File: src/rtl/i2s_tx_fifo.sv
// i2s_tx_fifo: stereo-frame FIFO feeding an I2S / left-justified serialiser (`define I2S_HOLD_LAST_EN replays the last frame on underrun).
// Latency: a frame written to an empty FIFO starts at the next frame boundary, fetched on the last bit of the current frame.
// Backpressure: full flags the FIFO; writes while full are dropped, and an empty fetch sends filler and pulses underrun.
module i2s_tx_fifo #(
    parameter int SAMPLE_W   = 24,
    parameter int SLOT_W     = 25,
    parameter int BCLK_DIV   = 50,
    parameter int FIFO_DEPTH = 8,
    parameter int FMT_LJ     = 0
) (
    input  logic                          clk_soc,
    input  logic                          reset,
    input  logic [2*SAMPLE_W-1:0]         frame_in,
    input  logic                          write_frame,
    output logic                          full,
    output logic                          empty,
    output logic [$clog2(FIFO_DEPTH):0]   level,
    output logic                          underrun,
    output logic                          bclk,
    output logic                          lrclk,
    output logic                          sdata
);
    localparam int FRAME_W = 2 * SAMPLE_W;
    localparam int CNT_W   = $clog2(BCLK_DIV);
    localparam int BIT_W   = $clog2(2 * SLOT_W);
    localparam int PTR_W   = $clog2(FIFO_DEPTH);
    localparam int LVL_W   = PTR_W + 1;
    localparam int SEL_W   = $clog2(FRAME_W);

    localparam logic [CNT_W-1:0] CNT_LAST  = CNT_W'(BCLK_DIV - 1);
    localparam logic [CNT_W-1:0] CNT_HALF  = CNT_W'(BCLK_DIV / 2);
    localparam logic [BIT_W-1:0] BIT_LAST  = BIT_W'(2 * SLOT_W - 1);
    localparam logic [BIT_W-1:0] SLOT_LEN  = BIT_W'(SLOT_W);
    localparam logic [BIT_W-1:0] SLOT_PRE  = BIT_W'(SLOT_W - 1);
    localparam logic [BIT_W-1:0] SAMP_LEN  = BIT_W'(SAMPLE_W);
    localparam logic             LRCLK_RST = (FMT_LJ == 0);

    logic [CNT_W-1:0]   cnt, cnt_nxt;
    logic [BIT_W-1:0]   bit_idx, bit_nxt, slot_nxt;
    logic [PTR_W-1:0]   wr_ptr, rd_ptr;
    logic [LVL_W-1:0]   lvl_nxt;
    logic [FRAME_W-1:0] fifo_mem [FIFO_DEPTH];
    logic [FRAME_W-1:0] shreg, frame_nxt, fill;
    logic [SEL_W-1:0]   sel;
    logic               wrap, fetch, push, pop;
    logic               right_nxt, lrclk_nxt, sdata_nxt;

    assign wrap  = (cnt == CNT_LAST);
    assign fetch = wrap && (bit_idx == BIT_LAST);
    // A full FIFO refuses writes even when the same cycle pops.
    assign push  = write_frame && !full;
    assign pop   = fetch && !empty;

`ifdef I2S_HOLD_LAST_EN
    logic [FRAME_W-1:0] last_frame;

    always_ff @(posedge clk_soc or posedge reset) begin
        if (reset) begin
            last_frame <= '0;
        end else if (pop) begin
            last_frame <= fifo_mem[rd_ptr];
        end
    end

    assign fill = last_frame;
`else
    assign fill = '0;
`endif

    always_comb begin
        cnt_nxt = wrap ? '0 : cnt + 1'b1;
        bit_nxt = bit_idx;
        if (wrap) begin
            bit_nxt = (bit_idx == BIT_LAST) ? '0 : bit_idx + 1'b1;
        end
        right_nxt = (bit_nxt >= SLOT_LEN);
        slot_nxt  = right_nxt ? bit_nxt - SLOT_LEN : bit_nxt;
        // I2S raises word select on the last bit of the left slot.
        lrclk_nxt = (FMT_LJ != 0) ? right_nxt : (bit_nxt >= SLOT_PRE);
        frame_nxt = shreg;
        if (fetch) begin
            frame_nxt = pop ? fifo_mem[rd_ptr] : fill;
        end
        sel       = '0;
        sdata_nxt = 1'b0;
        if (slot_nxt < SAMP_LEN) begin
            sel       = SEL_W'(SAMPLE_W - 1 - int'(slot_nxt) + (right_nxt ? 0 : SAMPLE_W));
            sdata_nxt = frame_nxt[sel];
        end
        lvl_nxt = level + LVL_W'(push) - LVL_W'(pop);
    end

    always_ff @(posedge clk_soc or posedge reset) begin
        if (reset) begin
            cnt      <= '0;
            bit_idx  <= '0;
            bclk     <= 1'b0;
            lrclk    <= LRCLK_RST;
            sdata    <= 1'b0;
            shreg    <= '0;
            underrun <= 1'b0;
            wr_ptr   <= '0;
            rd_ptr   <= '0;
            level    <= '0;
            full     <= 1'b0;
            empty    <= 1'b1;
        end else begin
            cnt      <= cnt_nxt;
            bit_idx  <= bit_nxt;
            bclk     <= (cnt_nxt >= CNT_HALF);
            underrun <= fetch && empty;
            if (wrap) begin
                lrclk <= lrclk_nxt;
                sdata <= sdata_nxt;
            end
            if (fetch) begin
                shreg <= frame_nxt;
            end
            if (push) begin
                wr_ptr <= wr_ptr + 1'b1;
            end
            if (pop) begin
                rd_ptr <= rd_ptr + 1'b1;
            end
            level <= lvl_nxt;
            full  <= (lvl_nxt == LVL_W'(FIFO_DEPTH));
            empty <= (lvl_nxt == '0);
        end
    end

    always_ff @(posedge clk_soc) begin
        if (push) begin
            fifo_mem[wr_ptr] <= frame_in;
        end
    end
endmodule
File: config.mk
export PLATFORM = sky130hd
export DESIGN_NAME = i2s_tx_fifo
export DESIGN_NICKNAME = d
export VERILOG_FILES = /design/src/rtl/i2s_tx_fifo.sv
export SDC_FILE = /design/constraint.sdc
export NUM_CORES = 1
export LEC_CHECK = 0
export CORE_MARGIN = 2
export CORE_UTILIZATION = 38
export CTS_BUF_LIST = sky130_fd_sc_hd__clkbuf_8
export DETAILED_ROUTE_END_ITERATION = 7
export PLACE_DENSITY = 0.58
export SETUP_SLACK_MARGIN = 0.15
export SLEW_MARGIN = 20
export SYNTH_ARGS = -nofsm -noshare
export SYNTH_HDL_FRONTEND = slang
export SYNTH_SLANG_ARGS = --single-unit
File: constraint.sdc
create_clock -name clk_soc -period 6.4 [get_ports clk_soc]
set_input_delay 1.28 -clock clk_soc [delete_from_list [all_inputs] [get_ports clk_soc]]
set_output_delay 1.28 -clock clk_soc [all_outputs]
set_load 0.01 [all_outputs]
* After elaboration in Yosys (flattened, before gate mapping)
Memories as Yosys holds them, arrays and structs flattened.
Index checks and enable logic that the tools add are counted.
** Storage, ports and cells
- Bits of input ports :: 51
- Output and inout bits :: 10
- Bits in writable memories :: 384
- Register bits :: 76
- Memories kept :: 1
** Memory list
- fifo_mem :: words 8, bits a word 48, read ports 1, clocked after Yosys merged registers in 0, write ports 1, line 42 : logic [FRAME_W-1:0] fifo_mem [FIFO_DEPTH];
** Operators by class
- Reductions and logical operators :: 7
- Magnitude comparators :: 5
- Muxes and demuxes :: 12
- Equal/unequal tests :: 3
- $add $sub $neg :: 9
** Operator list (count)
- 2-to-1 mux 48 bit :: 2
- 2-to-1 mux 6 bit :: 4
- >= comparator 6 x 5 -> 1 bit (second input constant) :: 3
- adder 6 x 1 -> 6 bit (second input constant) :: 2
- equality test 6 bit (second input constant) :: 2
- less-than comparator 6 x 7 -> 1 bit (second input constant) :: 1
- adder 3 x 1 -> 3 bit (second input constant) :: 2
- adder 6 bit :: 1
- binary-select mux 1 bit (select 6 bit) :: 1
- less-than comparator 6 x 5 -> 1 bit (second input constant) :: 1
- subtractor 5 x 6 -> 6 bit (first input constant) :: 1
- subtractor 6 x 5 -> 6 bit (second input constant) :: 1
- 2-to-1 mux 5 bit :: 1
- adder 4 x 1 -> 4 bit :: 1
- equality test 4 bit (second input constant) :: 1
- logical AND 1 bit :: 4
- zero test 4 bit :: 1
- 2-to-1 mux 1 bit :: 4
- subtractor 4 x 1 -> 4 bit :: 1
- zero test 1 bit :: 2

* Depth between registers and ports, before layout
- Depth in word-level cells :: 10
- Depth in mapped cells :: 21
- Mapped depth without buffers :: 19

* Worst setup path after synthesis
No wires, ideal clock.
- Path kind :: input port to flip-flop
- From :: in write_frame
- To :: mem fifo_mem[0][0] (netlist bit) (enable)
- Stages on the path :: 3
- Setup slack :: 0.844 ns
- Arrival :: 5.043 ns
- Library setup time :: 0.513 ns
- Cell sequence :: nor2b_1 -> nand2b_1 -> nor3_1
** Between the ends
- Word-level cells in the longest chain between the ends :: 3
** Ends and longest elaborated chain
- start: declaration :: line 14 : input logic write_frame,
- logical AND 1 bit :: line 51 : assign push = write_frame && !full;
- 2-to-1 mux 1 bit :: line 132 : if (push) begin
- 2-to-1 mux 1 bit (implied by the code) :: line 133 : fifo_mem[wr_ptr] <= frame_in;
- end: declaration :: line 42
Every way passes these cells.

* Worst setup path after layout
- From :: reg cnt[1]
- To :: reg sdata
** Between the ends
- Word-level cells in the longest chain between the ends :: 9
- Elaborated cells on any way between the ends :: 16
** Ends and longest elaborated chain
- start: declaration :: line 38 : logic [CNT_W-1:0] cnt, cnt_nxt;
- start signal: assignment :: line 108 : cnt <= cnt_nxt;
- equality test 6 bit (*) :: line 48 : assign wrap = (cnt == CNT_LAST);
- 2-to-1 mux 6 bit :: line 73 : if (wrap) begin
- subtractor 6 x 5 -> 6 bit or >= comparator 6 x 5 -> 1 bit (tied branches) :: line 77, 76
- 2-to-1 mux 6 bit :: line 77 : slot_nxt = right_nxt ? bit_nxt - SLOT_LEN : bit_nxt;
- subtractor 5 x 6 -> 6 bit :: line 87 : sel = SEL_W'(SAMPLE_W - 1 - int'(slot_nxt) + (right_nxt ? 0 : SAMPLE_W));
- adder 6 bit :: line 87
- binary-select mux 1 bit (select 6 bit) :: line 88 : sdata_nxt = frame_nxt[sel];
- 2-to-1 mux 1 bit (implied by the code) :: line 88
- 2-to-1 mux 1 bit :: line 86 : if (slot_nxt < SAMP_LEN) begin
- end signal: assignment :: line 114 : sdata <= sdata_nxt;
- end: declaration :: line 21 : output logic sdata
Mark *: on every way between the ends. The rest lies on a longest branch, timed or not. The select of a mux whose other input is x is not followed.
A chain may end at the register's enable or synchronous reset.

==> metrics.md <==
| Metric | Value |
|---|---|
| Global Route Usage Sum | `16.0%` |
| Actual slew at the worst max-slew pin | `about 1.1 ns` |
| Slew Viols, Final | `0` |
| Cell variety after synth | `74` |
| Routability cong. | `0.841` |
| Fraction of registers with async set/reset | `16.5%` |
| Leak pwr | `7.12 nW` |
| Placed cell areas | `0.0198 sq mm` |
| Vias | `9388` |
| EDFF count, synth | `384` |
| Final ANT Viol Nets | `0` |
| Max Cap Viol | `0` |
| Core area | `0.0478 sq mm` |
| Starting density of the core | `38.5%` |
| Mapped Nets | `approximately 1000` |
| Final setup skew | `0.0382 ns` |
| Worst hold slack | `0.488 ns` |
| Post-cts sizing count | `0` |
| Final period demand of the worst path | `around 4.5 ns` |
| Setup CP Type | `reg -> reg` |
| Initial antenna violation count | `1` |
| DR vias/cell | `between 5 and 6` |
| First-pass GRT wire length | `59.9 mm` |
| DRC Markers | `0` |
| Final nets | `1164` |
| Cells after Synth | `between 900 and 1000` |
| WP buf/inv | `2` |
| Final Cycle Share | `a little over two thirds` |
| Relative slew slack | `28.0%` |
| Routed len/inst | `approximately 22 um` |
| Fraction of layout cells with a size suffix above 1 | `23.0%` |
| Routed wl met3 | `slightly below 2 mm` |
| Worst-path cell chain | `inv_1, ha_1, nand4bb_1, a2111o_1, and2_4, ha_1, inv_1, nor2_1, and3_1, o311ai_0, nand3_1, mux2i_1, o32ai_1, o311ai_0, o31ai_1` |
| DR pass1 iterations | `5` |
| Wire length on met1 | `17.6 mm` |
| Register-to-Register Setup Slack | `1.95 ns` |
| Latest clock arrival within the worst-skew pair | `0.66 ns` |
| Critical-path top delay cell | `nand3_1` |
| TritonCTS buffer count | `78` |
| Seq/Total Area, Yosys | `72.9%` |
| Clk slew on worst S/H paths | `approximately 0.060 ns` |
| I/O Pins | `61` |
| Seq cells post-synth | `460` |
| Filler instances | `4185` |
| Post-synth top flop | `edfxtp_1` |
| Largest net degree at the start of global routing | `77` |
| Worst path max stage delay | `0.61 ns` |
| Utilization after layout | `44.6%` |
| Clk sinks | `460` |
| Design Area, Final | `~0.021 sq mm` |
| Fin Setup TNS | `0 ns` |
| Crit end category | `register` |
| Routed wire length | `roughly 40 mm` |
| Clock Path Buffers | `3` |
| Vias in the first global route | `approximately 9900` |
| WP data arrival | `between 4 and 5 ns` |
| Die W | `224 um` |
| Full die area | `0.0503 sq mm` |
| Endpoints failing hold | `0` |
| Yosys warns | `0` |
| Crit path max fanout | `15` |
| Mean post-synth cell area | `18.8 sq um` |
| CTS tree | `built` |
| Outcome | `complete, no violations` |
| Peak VDD IR | `0.128 mV` |
| RSZ-0062 raised after global routing | `false` |
| Final worst slack | `1.95 ns` |
| Top cell family by delay on the critical path | `compound AO/OA/AOI/OAI gates` |
| Top sig layer | `met5` |
| Synthesis-to-layout area growth | `15.8%` |
| Worst EP required | `6.92 ns` |
| Post-CTS setup buffers | `0` |
| Cts hold-fix bufs | `0` |
| Syn Std Cell Area | `~0.018 sq mm` |
| Iteration-0 DRC Markers | `730` |
| H-Tree Depth | `3` |
| CP Launch Type | `register` |
| HPWL Detailed | `22.7 mm` |
| Site Rows | `80` |
| # diodes | `0` |
| Hold Path Class | `reg -> reg` |
| Pwr/cell area | `322 mW/mm^2` |
| Port bufs | `60` |
| DR WL met2 | `18.6 mm` |
| F_max | `0.225 GHz` |
| Die height | `224 um` |
| Setup Slack @ Placement | `2.08 ns` |
| Root Driver | `clkbuf_8` |
| GR Overflow Total | `0` |
| # setup viols final | `0` |
-- tightest hold or removal path, stage by stage (launching register included) --
cell	delay [ns]
dfrtp_1	0.32
nand2_1	0.04
o21ai_0	0.08
-- cells in the final DEF, fill, tap and decap left out, types with 5 or more instances in the layout --
master	instances
a31o_2	5
buf_4	15
clkbuf_8	85
clkdlybuf4s50_1	60
clkinv_1	7
clkinv_2	14
dfrtp_1	71
edfxtp_1	384
ha_1	15
inv_1	51
mux2i_1	54
mux4_2	97
nand2_1	65
nand2b_1	7
nand3_1	6
nor2_1	27
nor2_4	7
o211ai_1	7
o21ai_0	51
xnor2_1	11
-- final cells by class --
| cell class | instances | area, sq um | area share, % |
|---|---|---|---|
| clock inverter | 55 | 315 | 1.48 |
| tap | 615 | 769 | 3.61 |
| sequential | 460 | 13400 | 63.0 |
| timing repair buffer | 79 | 785 | 3.68 |
| inverter | 30 | 118 | 0.551 |
| clock buffer | 85 | 1170 | 5.48 |
| multi-input combinational | 448 | 4730 | 22.2 |
-- state kept, by name, summed over array words and instances, names as in the netlist, 3 cells and up --
signal and count:
level 4, shreg 48, bit_idx 6, rd_ptr 3
wr_ptr 3, cnt 6, fifo_mem 384
-- per-layer routing --
metal / vias up / GRT usage (%)
li1: 4186 / -
met1: 4924 / 21.8
met2: 224 / 25.1
met3: 52 / 3.80
met4: 2 / 5.79
met5: - / 0
-- power breakdown --
group          internal (mW)  leakage [nW]  switching [mW]
combinational          0.231          1.75           0.427
clock                   1.31         0.867            1.17
sequential              3.65          4.50          0.0877
-- kinds of logic (layout without fill, tap and decap cells) --
group	count (synthesis)	count (layout)	synth area share [%]
DFF	460	460	72.9
muxes	154	154	15.1
and+or+nand+nor	149	149	3.97
AOI/OAI and AO/OA	114	114	4.47
buffers and inverters	74	249	1.72
adders and majority gates	16	16	1.13
xor gates and xnor gates	15	15	0.754
-- synth_stat cells, drive strengths merged (4+ instances only) --
cell	number	share of area [%]
a21o	4	0.16
a31o	5	0.24
a31oi	5	0.20
a32oi	4	0.19
buf	25	0.70
clkbuf	19	0.39
dfrtp	74	10
edfxtp	384	63
ha	15	1.0
inv	28	0.58
mux2i	54	2.9
mux4	98	12
nand2	65	1.3
nand2b	7	0.24
nand3	6	0.16
nand4	4	0.14
nor2	34	0.73
nor3	7	0.25
o211ai	8	0.35
o21a	4	0.16
o21ai	51	1.4
o311ai	4	0.19
o32ai	4	0.19
or4	4	0.18
xnor2	12	0.61
-- per-stage QoR --
step	cells	power, mW
after detailed placement	1632	4.47
after global routing	1772	7.17
after CTS	1772	6.98
final	1772	6.87
after global placement	1632	4.45
after floorplan	982	4.14
-- path summary, 6_finish.rpt --
check	startpoint	to	cells after the start
max	cnt[1]	sdata	15
min	shreg[33]	shreg[33]	2
max reg2reg	cnt[1]	sdata	15
min reg2reg	shreg[33]	shreg[33]	2
max in group asynchronous	reset	rd_ptr[0]	3
min in group asynchronous	reset	level[1]	3
Note: power is estimated with default switching activity, not from simulation.
